`src/rtl/io_bus_arbiter.sv`:
```
// Two-master arbiter and access sequencer for the 16-bit peripheral I/O bus.
// Each access runs as a fixed strobe / wait / ack sequence.
module io_bus_arbiter #(
    parameter int          RD_LAT   = 1,
    parameter logic [15:0] ERR_DATA = 16'h0666
) (
    input  logic        sys_clk_i,
    input  logic        sys_rst_i,
    input  logic        m0_req,
    input  logic        m0_we,
    input  logic [15:0] m0_addr,
    input  logic [15:0] m0_wdata,
    output logic        m0_ack,
    output logic [15:0] m0_rdata,
    input  logic        m1_req,
    input  logic        m1_we,
    input  logic [15:0] m1_addr,
    input  logic [15:0] m1_wdata,
    output logic        m1_ack,
    output logic [15:0] m1_rdata,
    output logic        bus_rd,
    output logic        bus_wr,
    output logic [15:0] bus_addr,
    output logic [15:0] bus_dout,
    input  logic [15:0] bus_din,
    output logic        err,
    output logic [7:0]  wait_cnt
);

    typedef enum logic [1:0] {IDLE, ACCESS, WAIT, ACK} state_t;

    localparam logic [2:0] LAT_M1 = 3'(RD_LAT - 1);

    state_t      state;
    state_t      state_nxt;
    logic        owner;
    logic        last;
    logic        we_q;
    logic        map_q;
    logic [2:0]  cnt;
    logic        grant;
    logic        win;
    logic [15:0] win_addr;
    logic        waiting;

    function automatic logic is_mapped(input logic [15:0] a);
        return (a[15:8] == 8'h67) || (a[15:8] == 8'h68) ||
               (a[15:8] == 8'h69) || (a[15:8] == 8'h70) ||
               (a[15:8] == 8'h71);
    endfunction

    // On a tie the master that did not win last time gets the bus.
    always_comb begin
        grant    = m0_req | m1_req;
        win      = (m0_req & m1_req) ? ~last : m1_req;
        win_addr = win ? m1_addr : m0_addr;
    end

    always_comb begin
        state_nxt = state;
        bus_rd    = 1'b0;
        bus_wr    = 1'b0;
        m0_ack    = 1'b0;
        m1_ack    = 1'b0;
        err       = 1'b0;
        waiting   = 1'b0;
        unique case (state)
            IDLE: begin
                waiting = m0_req & m1_req;
                if (grant)
                    state_nxt = ACCESS;
            end
            ACCESS: begin
                bus_wr    = map_q & we_q;
                bus_rd    = map_q & ~we_q;
                waiting   = owner ? m0_req : m1_req;
                state_nxt = WAIT;
            end
            WAIT: begin
                waiting = owner ? m0_req : m1_req;
                if (cnt == 3'd0)
                    state_nxt = ACK;
            end
            ACK: begin
                m0_ack    = ~owner;
                m1_ack    = owner;
                err       = ~map_q;
                waiting   = owner ? m0_req : m1_req;
                state_nxt = IDLE;
            end
        endcase
    end

    always_ff @(posedge sys_clk_i) begin
        if (!sys_rst_i) begin
            state    <= IDLE;
            owner    <= 1'b0;
            last     <= 1'b1;
            we_q     <= 1'b0;
            map_q    <= 1'b0;
            cnt      <= 3'd0;
            bus_addr <= 16'h0000;
            bus_dout <= 16'h0000;
            m0_rdata <= 16'h0000;
            m1_rdata <= 16'h0000;
            wait_cnt <= 8'h00;
        end else begin
            state <= state_nxt;
            if (waiting && wait_cnt != 8'hFF)
                wait_cnt <= wait_cnt + 8'h01;
            if (state == IDLE && grant) begin
                owner    <= win;
                last     <= win;
                we_q     <= win ? m1_we : m0_we;
                map_q    <= is_mapped(win_addr);
                bus_addr <= win_addr;
                bus_dout <= win ? m1_wdata : m0_wdata;
            end
            if (state == ACCESS)
                cnt <= LAT_M1;
            else if (state == WAIT && cnt != 3'd0)
                cnt <= cnt - 3'd1;
            // Unmapped reads return the error pattern instead of the mux output.
            if (state == WAIT && cnt == 3'd0 && !we_q) begin
                if (owner)
                    m1_rdata <= map_q ? bus_din : ERR_DATA;
                else
                    m0_rdata <= map_q ? bus_din : ERR_DATA;
            end
        end
    end

endmodule

```
`config.mk`:
```
export PLATFORM = sky130hd
export DESIGN_NAME = io_bus_arbiter
export DESIGN_NICKNAME = d
export VERILOG_FILES = /design/src/rtl/io_bus_arbiter.sv
export SDC_FILE = /design/constraint.sdc
export NUM_CORES = 1
export LEC_CHECK = 0
export CELL_PAD_IN_SITES_DETAIL_PLACEMENT = 0
export CELL_PAD_IN_SITES_GLOBAL_PLACEMENT = 1
export CORE_ASPECT_RATIO = 1.4
export CORE_MARGIN = 2
export CORE_UTILIZATION = 30
export CTS_CLUSTER_DIAMETER = 40
export DETAILED_ROUTE_END_ITERATION = 8
export GPL_TIMING_DRIVEN = 0
export PLACE_DENSITY_LB_ADDON = 0.1
export SETUP_SLACK_MARGIN = 0.3
export SLEW_MARGIN = 5
export SYNTH_ARGS = -nofsm -noshare
export SYNTH_HDL_FRONTEND = slang
export SYNTH_SLANG_ARGS = --single-unit
```
`constraint.sdc`:
```
create_clock -name sys_clk_i -period 2.2 [get_ports sys_clk_i]
set_input_delay 0.66 -clock sys_clk_i [delete_from_list [all_inputs] [get_ports sys_clk_i]]
set_output_delay 0.66 -clock sys_clk_i [all_outputs]
set_load 0.03 [all_outputs]
```
# Word-level counts from Yosys, hierarchy flattened
# Index checks and enable logic that the tools add are counted.
# Widths: inputs -> output; s select.
# totals
register_bits	81
latch_bits	0
mem_bits_rw	0
mem_bits_ro	0
inputBits	86
out_inout_bits	77
word_cells	66
mem_count	0
# classes
addsub	2
mul	0
n_div	0
n_lt_le_gt_ge	0
eq_ne	11
n_shift	0
n_mux	15
bitwise	9
reduce_logical	18
# op_table
operator	count
$mux 16	3
$eq 8x7->1 const B	5
$add 8x1->8 const B	1
$mux 1	8
$ne 8x8->1 const B	1
$pmux 2 s4	1
$reduce_and 2->1	3
$logic_and 1x1->1	5
$not 1->1	5
$eq 2x2->1 const B	2
$logic_or 1x1->1	4
$mux 2	2
$ne 2x2->1 const B	2
$and 1x1->1	3
$logic_not 3->1	1
$reduce_bool 3->1	1
$reduce_or 3->1	1
$sub 3x1->3 const B	1
$eq 2x1->1 const B	1
$logic_not 2->1	1
$pmux 1 s2	1
$reduce_or 2->1	1
$logic_not 1->1	1
$or 1x1->1	1

# Logic depth before layout (Yosys ltp)
# Gate-level depths: netlist (run 1).
# logic_depth
ltp_word	8
mapped_depth	8
ltp_nobuf	6

# Worst setup path after synthesis (run 1)
# Ideal clock, no wire load.
# synth_timing
kind	register -> output
start	register map_q
end	output port bus_rd
t_arrival_ps	1299
required_time_ps	1540
path_slack_ps	241
stages_incl_launch_ff	5
path_buffers	2
cell_sequence	dfxtp_1 > clkbuf_1 > clkbuf_1 > nand2_1 > nor2_1
# synth_between
elab_chain_cells	2
# synth_rtl
item	line	rtl
start: declaration	39	logic map_q;
start signal: assignment	115	map_q <= is_mapped(win_addr);
$and 1x1->1	75	bus_rd = map_q & ~we_q;
$mux 1	67	unique case (state)
end: declaration	21	output logic bus_rd,
# Every way passes these cells.

# Worst setup path in the final report (run 1)
# layout_timing
start	register map_q
end	output port bus_wr
# layout_between
elab_chain_cells	2
# layout_rtl
item	line	rtl
$and 1x1->1	74	bus_wr = map_q & we_q;
$mux 1	67	
end: declaration	22	output logic bus_wr,
# Every way passes these cells.

==> summary.txt, run 1 <==
Min path
  – Hold Path Sink: m0_rdata[12]
  – WHS Path Cells: 2
  – Hold path startpoint: m0_rdata[12]
  – Hold crit path type: reg -> reg

Worst setup path
  – FF-to-FF path depth: 7
  – Critical path depth: 4
  – Reg-to-Reg Start: state[0]
  – Crit start category: register
  – Crit path largest cell delay: 350 ps
  – Crit-path cells: buf_8 > buf_8 > and3_4 > buf_6
  – Worst path required time: 1540 ps
  – Cell mode on critical path: buf_8
  – Crit path capture type: output pin
  – Worst R2R End: wait_cnt[5]
  – R2R setup slack: 370 ps
  – WP data arrival: 1230 ps
  – Crit-path slowest cell: dfxtp_2
  – Worst Path Buf+Inv: 3
  – Delay-heaviest family, CP: buffers and inverters
  – Setup CP Type: reg -> out
  – Critical path peak fanout: 8

Global routing
  – First-pass GRT wire length: 17,100 µm
  – Antenna violations before repair: 0
  – GRT overflow: 0
  – Total Routing Usage GR: 0.170
  – Largest net degree at the start of global routing: 14
  – Vias in the first global route: 3,541

Layout
  – Most frequent cells in the layout: clkdlybuf4s50_1 (82), dfxtp_1 (78), dlygate4sd2_1 (72)
  – NumNets Final: 675
  – Final Cell Area: 5800 µm²
  – Most common cell after layout, fill and taps aside: clkdlybuf4s50_1
  – Layout area overhead: 61.8%
  – N_diodes: 0
  – Layout cells sized above 1: 0.118

Timing
  – Relative slew slack: 0.664
  – Worst-margin pin slew: 504 ps
  – Fin Hold WS: 450 ps
  – Final setup viols: 0
  – Final WS setup: 306 ps
  – Tmin final: 1890 ps
  – Fmax: 528 MHz
  – Setup_tns: 0 ps
  – Final setup skew: 7.33 ps
  – Pins over their slew limit: 0
  – Final hold violation count: 0
  – RSZ-0062 raised after global routing: true
  – Final Cycle Share: 0.861

Logic synthesis
  – Synth area leader: dfxtp_1
  – Synth cell types: 40
  – Synth top area cells: dfxtp_1 (45%), mux2i_1 (9.8%), a211oi_1 (9.2%), nor2_1 (5.3%), a21oi_1 (4.5%)
  – Post-synth EDFFs: 0
  – Yosys reg bits: 81
  – YS warnings: 0
  – Mapped Cells: 403
  – Top cell type's share of synthesized area: 0.452
  – Syn avg cell area: 8.90 µm²
  – Net Count, Synth: 496
  – Post-synth ARST share: 0
  – Sequential area share after synthesis: 0.452
  – Cell Area, Synth: 3580 µm²
  – Primary FF master, synth: dfxtp_1

Floorplan
  – # IOs: 163
  – Die Area: 12,900 µm²
  – Die Wd: 96.4 µm
  – Core area: 11,800 µm²
  – Die height: 133 µm
  – Row Count: 47
  – Starting density of the core: 0.305

Route
  – DR pass1 iterations: 4
  – Vias per cell: 4.89
  – Drt wl/cell: 14.9 µm
  – Initial DRC Count: 103
  – Via Count: 3,588
  – WL final: 11,000 µm
  – DRC viols: 0
  – Post-route antenna net violation count: 0

Placed design
  – Area post-placement: 5390 µm²
  – Pre-CTS setup slack: -519 ps
  – HPWL after DPL: 8260 µm
  – Gpl congestion: 0.815
  – I/O Buffers: 162

Flow run
  – Max Cap Viol: 0

CTS
  – Clock Sinks: 81
  – Clock root cell: clkbuf_16
  – Clock Path Buffers: 2
  – Worst-path clk slew: 60 ps
  – CTS tree: done
  – Number of CTS-inserted buffers: 9
  – H-tree lvl count: 3
  – Clk_lat worst skew: 340 ps

Power
  – Clk pwr share: 0.264
  – Pleak: 2.45 nW
  – Net switching fraction of the power: 0.381
  – Peak VDD IR: 0.392 mV
  – Flop pwr share: 0.331
  – Internal: 0.00372 W
  – Switch Pwr: 0.00229 W
  – Combinational Power Share: 0.405
  – Cell area power density: 1040 nW/µm²

Status
  – Status: complete, no violations
## cells in the mapped netlist (all sizes together), types with 3 or more instances
| library cell | instances |
|---|---|
| dfxtp | 81 |
| nor2 | 51 |
| a211oi | 44 |
| mux2i | 35 |
| a21oi | 32 |
| nand2 | 28 |
| nand3 | 24 |
| clkbuf | 18 |
| buf | 13 |
| nor2b | 10 |
| ha | 7 |
| o21ai | 7 |
| inv | 6 |
| nand2b | 5 |
| nor3 | 4 |
| o31ai | 4 |
| or4 | 4 |
| a22oi | 3 |
| and2 | 3 |
| and3 | 3 |
## timing repair
action / in CTS / in global routing
setup buffers: 3 / 3
pin swaps: 0 / 7
endpoints found under the hold margin: 0 / 0
hold buffers: 0 / 0
gates cloned: 0 / 0
gates resized for setup: 135 / 33
endpoints found under the setup margin: 152 / 37
## power by group through the flow
stage / sequential (W) / clock [W] / combinational (W)
floorplan: 0.00250 / 0 / 0.000969
global placement: 0.00199 / 0 / 0.00250
detailed placement: 0.00200 / 0 / 0.00251
CTS: 0.00197 / 0.00163 / 0.00239
global route: 0.00204 / 0.00167 / 0.00264
finish: 0.00199 / 0.00159 / 0.00243
## how the worst max path moves through the flow
stage	from	endpoint	slack (ps)
after global placement	map_q	bus_wr	-550
after detailed placement	map_q	bus_wr	-520
after global routing	state[1]	bus_wr	270
final	map_q	bus_wr	310
after floorplan	map_q	bus_wr	350
after CTS	map_q	bus_wr	180
## layer usage
metal  routed length, µm  GRT usage  up-vias
met5                   0          0        -
met4                 164     0.0603        0
li1                    -          -     1804
met2                5430      0.297      127
met1                4400      0.185     1646
met3                 957     0.0639       11
## cells by family after synthesis
logic type / synth area share
and+or+nand+nor: 0.192
adders and majority gates: 0.0244
buffers and inverters: 0.0475
muxes: 0.0977
DFF: 0.452
AOI/OAI and AO/OA: 0.181
xor gates and xnor gates: 0.00489
## layout make-up
class,count,area (µm²)
fill,1166,5960
multi-input combinational,285,1870
sequential,81,1630
timing repair buffer,168,1560
clock buffer,10,229
buffer,31,221
tap,147,184
clock inverter,6,82.6
inverter,6,25.0
## state kept, by name, summed over array words and instances, names as in the netlist
| signal | flops |
|---|---|
| map_q | 1 |
| bus_dout | 16 |
| last | 1 |
| state | 2 |
| cnt | 3 |
| bus_addr | 16 |
| owner | 1 |
| m1_rdata | 16 |
| we_q | 1 |
| m0_rdata | 16 |
| wait_cnt | 8 |
## tightest hold or removal path, cell delays in order, from the launching register on
cell and delay, ps:
dfxtp_1 300, nand2_1 50, a21oi_1 50
## through the flow
step | power (W) | utilization | cells
after floorplan | 0.00347 | - | 403
after global placement | 0.00449 | 0.459 | 712
after detailed placement | 0.00451 | 0.459 | 712
after CTS | 0.00599 | 0.484 | 731
after global routing | 0.00635 | 0.493 | 734
final | 0.00601 | 0.493 | 734
(Power assumes the default switching activity.)
==> run 2: changes to the inputs <==
--- a/config.mk
+++ b/config.mk
@@ -13,7 +13,7 @@
 export CTS_CLUSTER_DIAMETER = 40
 export DETAILED_ROUTE_END_ITERATION = 8
 export GPL_TIMING_DRIVEN = 0
-export PLACE_DENSITY_LB_ADDON = 0.1
+export PLACE_DENSITY_LB_ADDON = 0.25
 export SETUP_SLACK_MARGIN = 0.3
 export SLEW_MARGIN = 5
 export SYNTH_ARGS = -nofsm -noshare
==> run 2 against run 1 <==
Against the previous run: design area is 0.39% higher; maximum frequency is 1.5% higher; clock-buffer cell count is 1 higher; total power is 0.19% higher; wire length is 0.23% higher; utilization is 0.19 points higher; first-iteration DRC count is 22% higher; global-route usage hardly changed; clock power hardly changed; flip-flop and latch count stayed put; critical path type unchanged; largest cell class unchanged; highest routed layer unchanged.
==> summary.txt, run 2 (synthesized netlist as in run 1, its figures left out) <==
Placed design
  – I/O Buffers: 162 (unchanged)
  – Gpl congestion: 0.729 (-11%)
  – HPWL after DPL: 8500 µm (+2.9%)

CTS
  – Clock Path Buffers: 2 (unchanged)
  – Hold_buf cts: 0 (unchanged)
  – H-tree lvl count: 3 (unchanged)
  – Worst-path clk slew: 60 ps (about the same)
  – Clock root cell: clkbuf_16
  – Number of CTS-inserted buffers: 9 (unchanged)
  – CTS tree: done
  – Clk_lat worst skew: 330 ps (about the same)
  – Clock Sinks: 81 (unchanged)

Status
  – Status: complete, no violations

Timing
  – Final Cycle Share: 0.849 (-0.0125)
  – Fmax: 536 MHz (+1.5%)
  – Pins over their slew limit: 0 (unchanged)
  – Final setup viols: 0 (unchanged)
  – Tmin final: 1870 ps (-27.5 ps)
  – RSZ-0062 raised after global routing: true
  – Worst-margin pin slew: 494 ps (-10.3 ps)
  – Final setup skew: 4.63 ps (-2.70 ps)
  – Relative slew slack: 0.671 (+0.00686)
  – Setup_tns: 0 ps (unchanged)
  – Final hold violation count: 0 (unchanged)

Floorplan
  – Core area: 11,800 µm² (unchanged)
  – Die Area: 12,900 µm² (unchanged)
  – Row Count: 47 (unchanged)
  – # IOs: 163 (unchanged)
  – Die Wd: 96.4 µm (unchanged)
  – Starting density of the core: 0.305 (unchanged)
  – Die height: 133 µm (unchanged)

Layout
  – Most common cell after layout, fill and taps aside: clkdlybuf4s50_1
  – Most frequent cells in the layout: clkdlybuf4s50_1 (82), dfxtp_1 (78), dlygate4sd2_1 (69)
  – N_diodes: 0 (unchanged)
  – Layout cells sized above 1: 0.125 (+0.00703)
  – Layout area overhead: 62.5%
  – Filler Cells Inserted: 1,182 (+1.4%)
  – Area of the multi-input gates: 1860 µm² (-0.27%)
  – Storage element area: 1630 µm² (-0.15%)
  – Final Util: 0.495 (+0.00192)
  – NumNets Final: 676 (+0.15%)

Global routing
  – Met1 usage: 0.193 (+0.00826)
  – Largest net degree at the start of global routing: 13 (-1)
  – First-pass GRT wire length: 17,200 µm (+0.48%)
  – Antenna violations before repair: 0 (unchanged)
  – Grt met2 use: 0.302 (+0.00463)
  – Met3 GRT Util: 0.0526 (-0.0113)
  – Vias in the first global route: 3,486 (-1.6%)
  – Grt peak-use layer: met2
  – GRT overflow: 0 (unchanged)
  – Total Routing Usage GR: 0.171 (about the same)

Flow run
  – Max Cap Viol: 0 (unchanged)

Worst setup path
  – Crit start category: register
  – Worst path required time: 1540 ps (about the same)
  – Crit-path slowest cell: dfxtp_4
  – Crit-path cells: ha_2 > and2_1 > buf_4
  – Setup CP Type: reg -> out
  – WP data arrival: 1210 ps (-20 ps)
  – Crit path largest cell delay: 360 ps (about the same)
  – Critical path peak fanout: 4 (-4)
  – Crit path capture type: output pin
  – R2R setup slack: 340 ps (-30 ps)

Power
  – Cell area power density: 1030 nW/µm² (-0.20%)
  – Post-route total power: 0.00602 W (+0.19%)
  – Pleak: 2.45 nW (+0.25%)
  – Peak VDD IR: 0.482 mV (+23%)

Route
  – DRC viols: 0 (unchanged)
  – DR pass1 iterations: 4 (unchanged)
  – WL final: 11,000 µm (+0.23%)
  – Via Count: 3,609 (+0.59%)
  – Vias per cell: 4.92 (+0.72%)
  – Initial DRC Count: 126 (+22%)
  – Drt wl/cell: 15.0 µm (+0.37%)
  – Post-route antenna net violation count: 0 (unchanged)

Min path
  – Hold crit path type: reg -> reg
[run 2: cell count changes in the layout (fill, tap and decap cells not counted), sizes merged]
cell / change
buf: +2
dlygate4sd2: -3
clkinvlp: -1
clkdlybuf4s15: +2
dlymetal6s2s: +1
clkinv: -2
[run 2: worst max-delay path, delay by kind of cell (launching register included)]
kind | cells | cell delay [ps]
DFF | 1 | 360
adders and majority gates | 1 | 190
buffers and inverters | 1 | 170
and+or+nand+nor | 1 | 170
[run 2: routing by layer]
layer  wire length, µm  vias up
met5                 0        -
met4                99        0
met3               874        6
met2              5570      125
met1              4430     1680
li1                  -     1798
[run 2: where the power goes]
part / internal [W] / leakage, nW / switching, W
sequential: 0.00179 / 0.664 / 0.000183
combinational: 0.000952 / 1.63 / 0.00151
clock: 0.00104 / 0.157 / 0.000558
[run 2: what timing repair did]
item / CTS / global route
gates resized for setup: 137 / 40
buffers inserted: 7 / 0
pin swaps: 2 / 1
endpoints found under the setup margin: 152 / 71
[run 2: cell type report]
class	count	area share
Multi-Input combinational cell	285	0.319
Sequential cell	81	0.279
Timing Repair Buffer	169	0.271
Clock buffer	11	0.0434
Buffer	31	0.0397
Tap cell	147	0.0316
Clock inverter	3	0.0112
Inverter	6	0.00387
[run 2: per-stage QoR]
stage	hold WS, ps	cells	instance area (µm²)	worst slack (ps)
after CTS	452	733	5740	261
after detailed placement	447	712	5390	-586
after global routing	468	733	5820	266
after floorplan	485	403	3590	353
after global placement	442	712	5390	-506
final	448	733	5820	333
[run 2: worst paths after layout]
check / from / endpoint / cells after the start
worst max register to register: state[0] / wait_cnt[5] / 7
worst max-delay path: state[0] / m1_ack / 3
worst min-delay path: m1_rdata[8] / m1_rdata[8] / 2
worst min register to register: m1_rdata[8] / m1_rdata[8] / 2
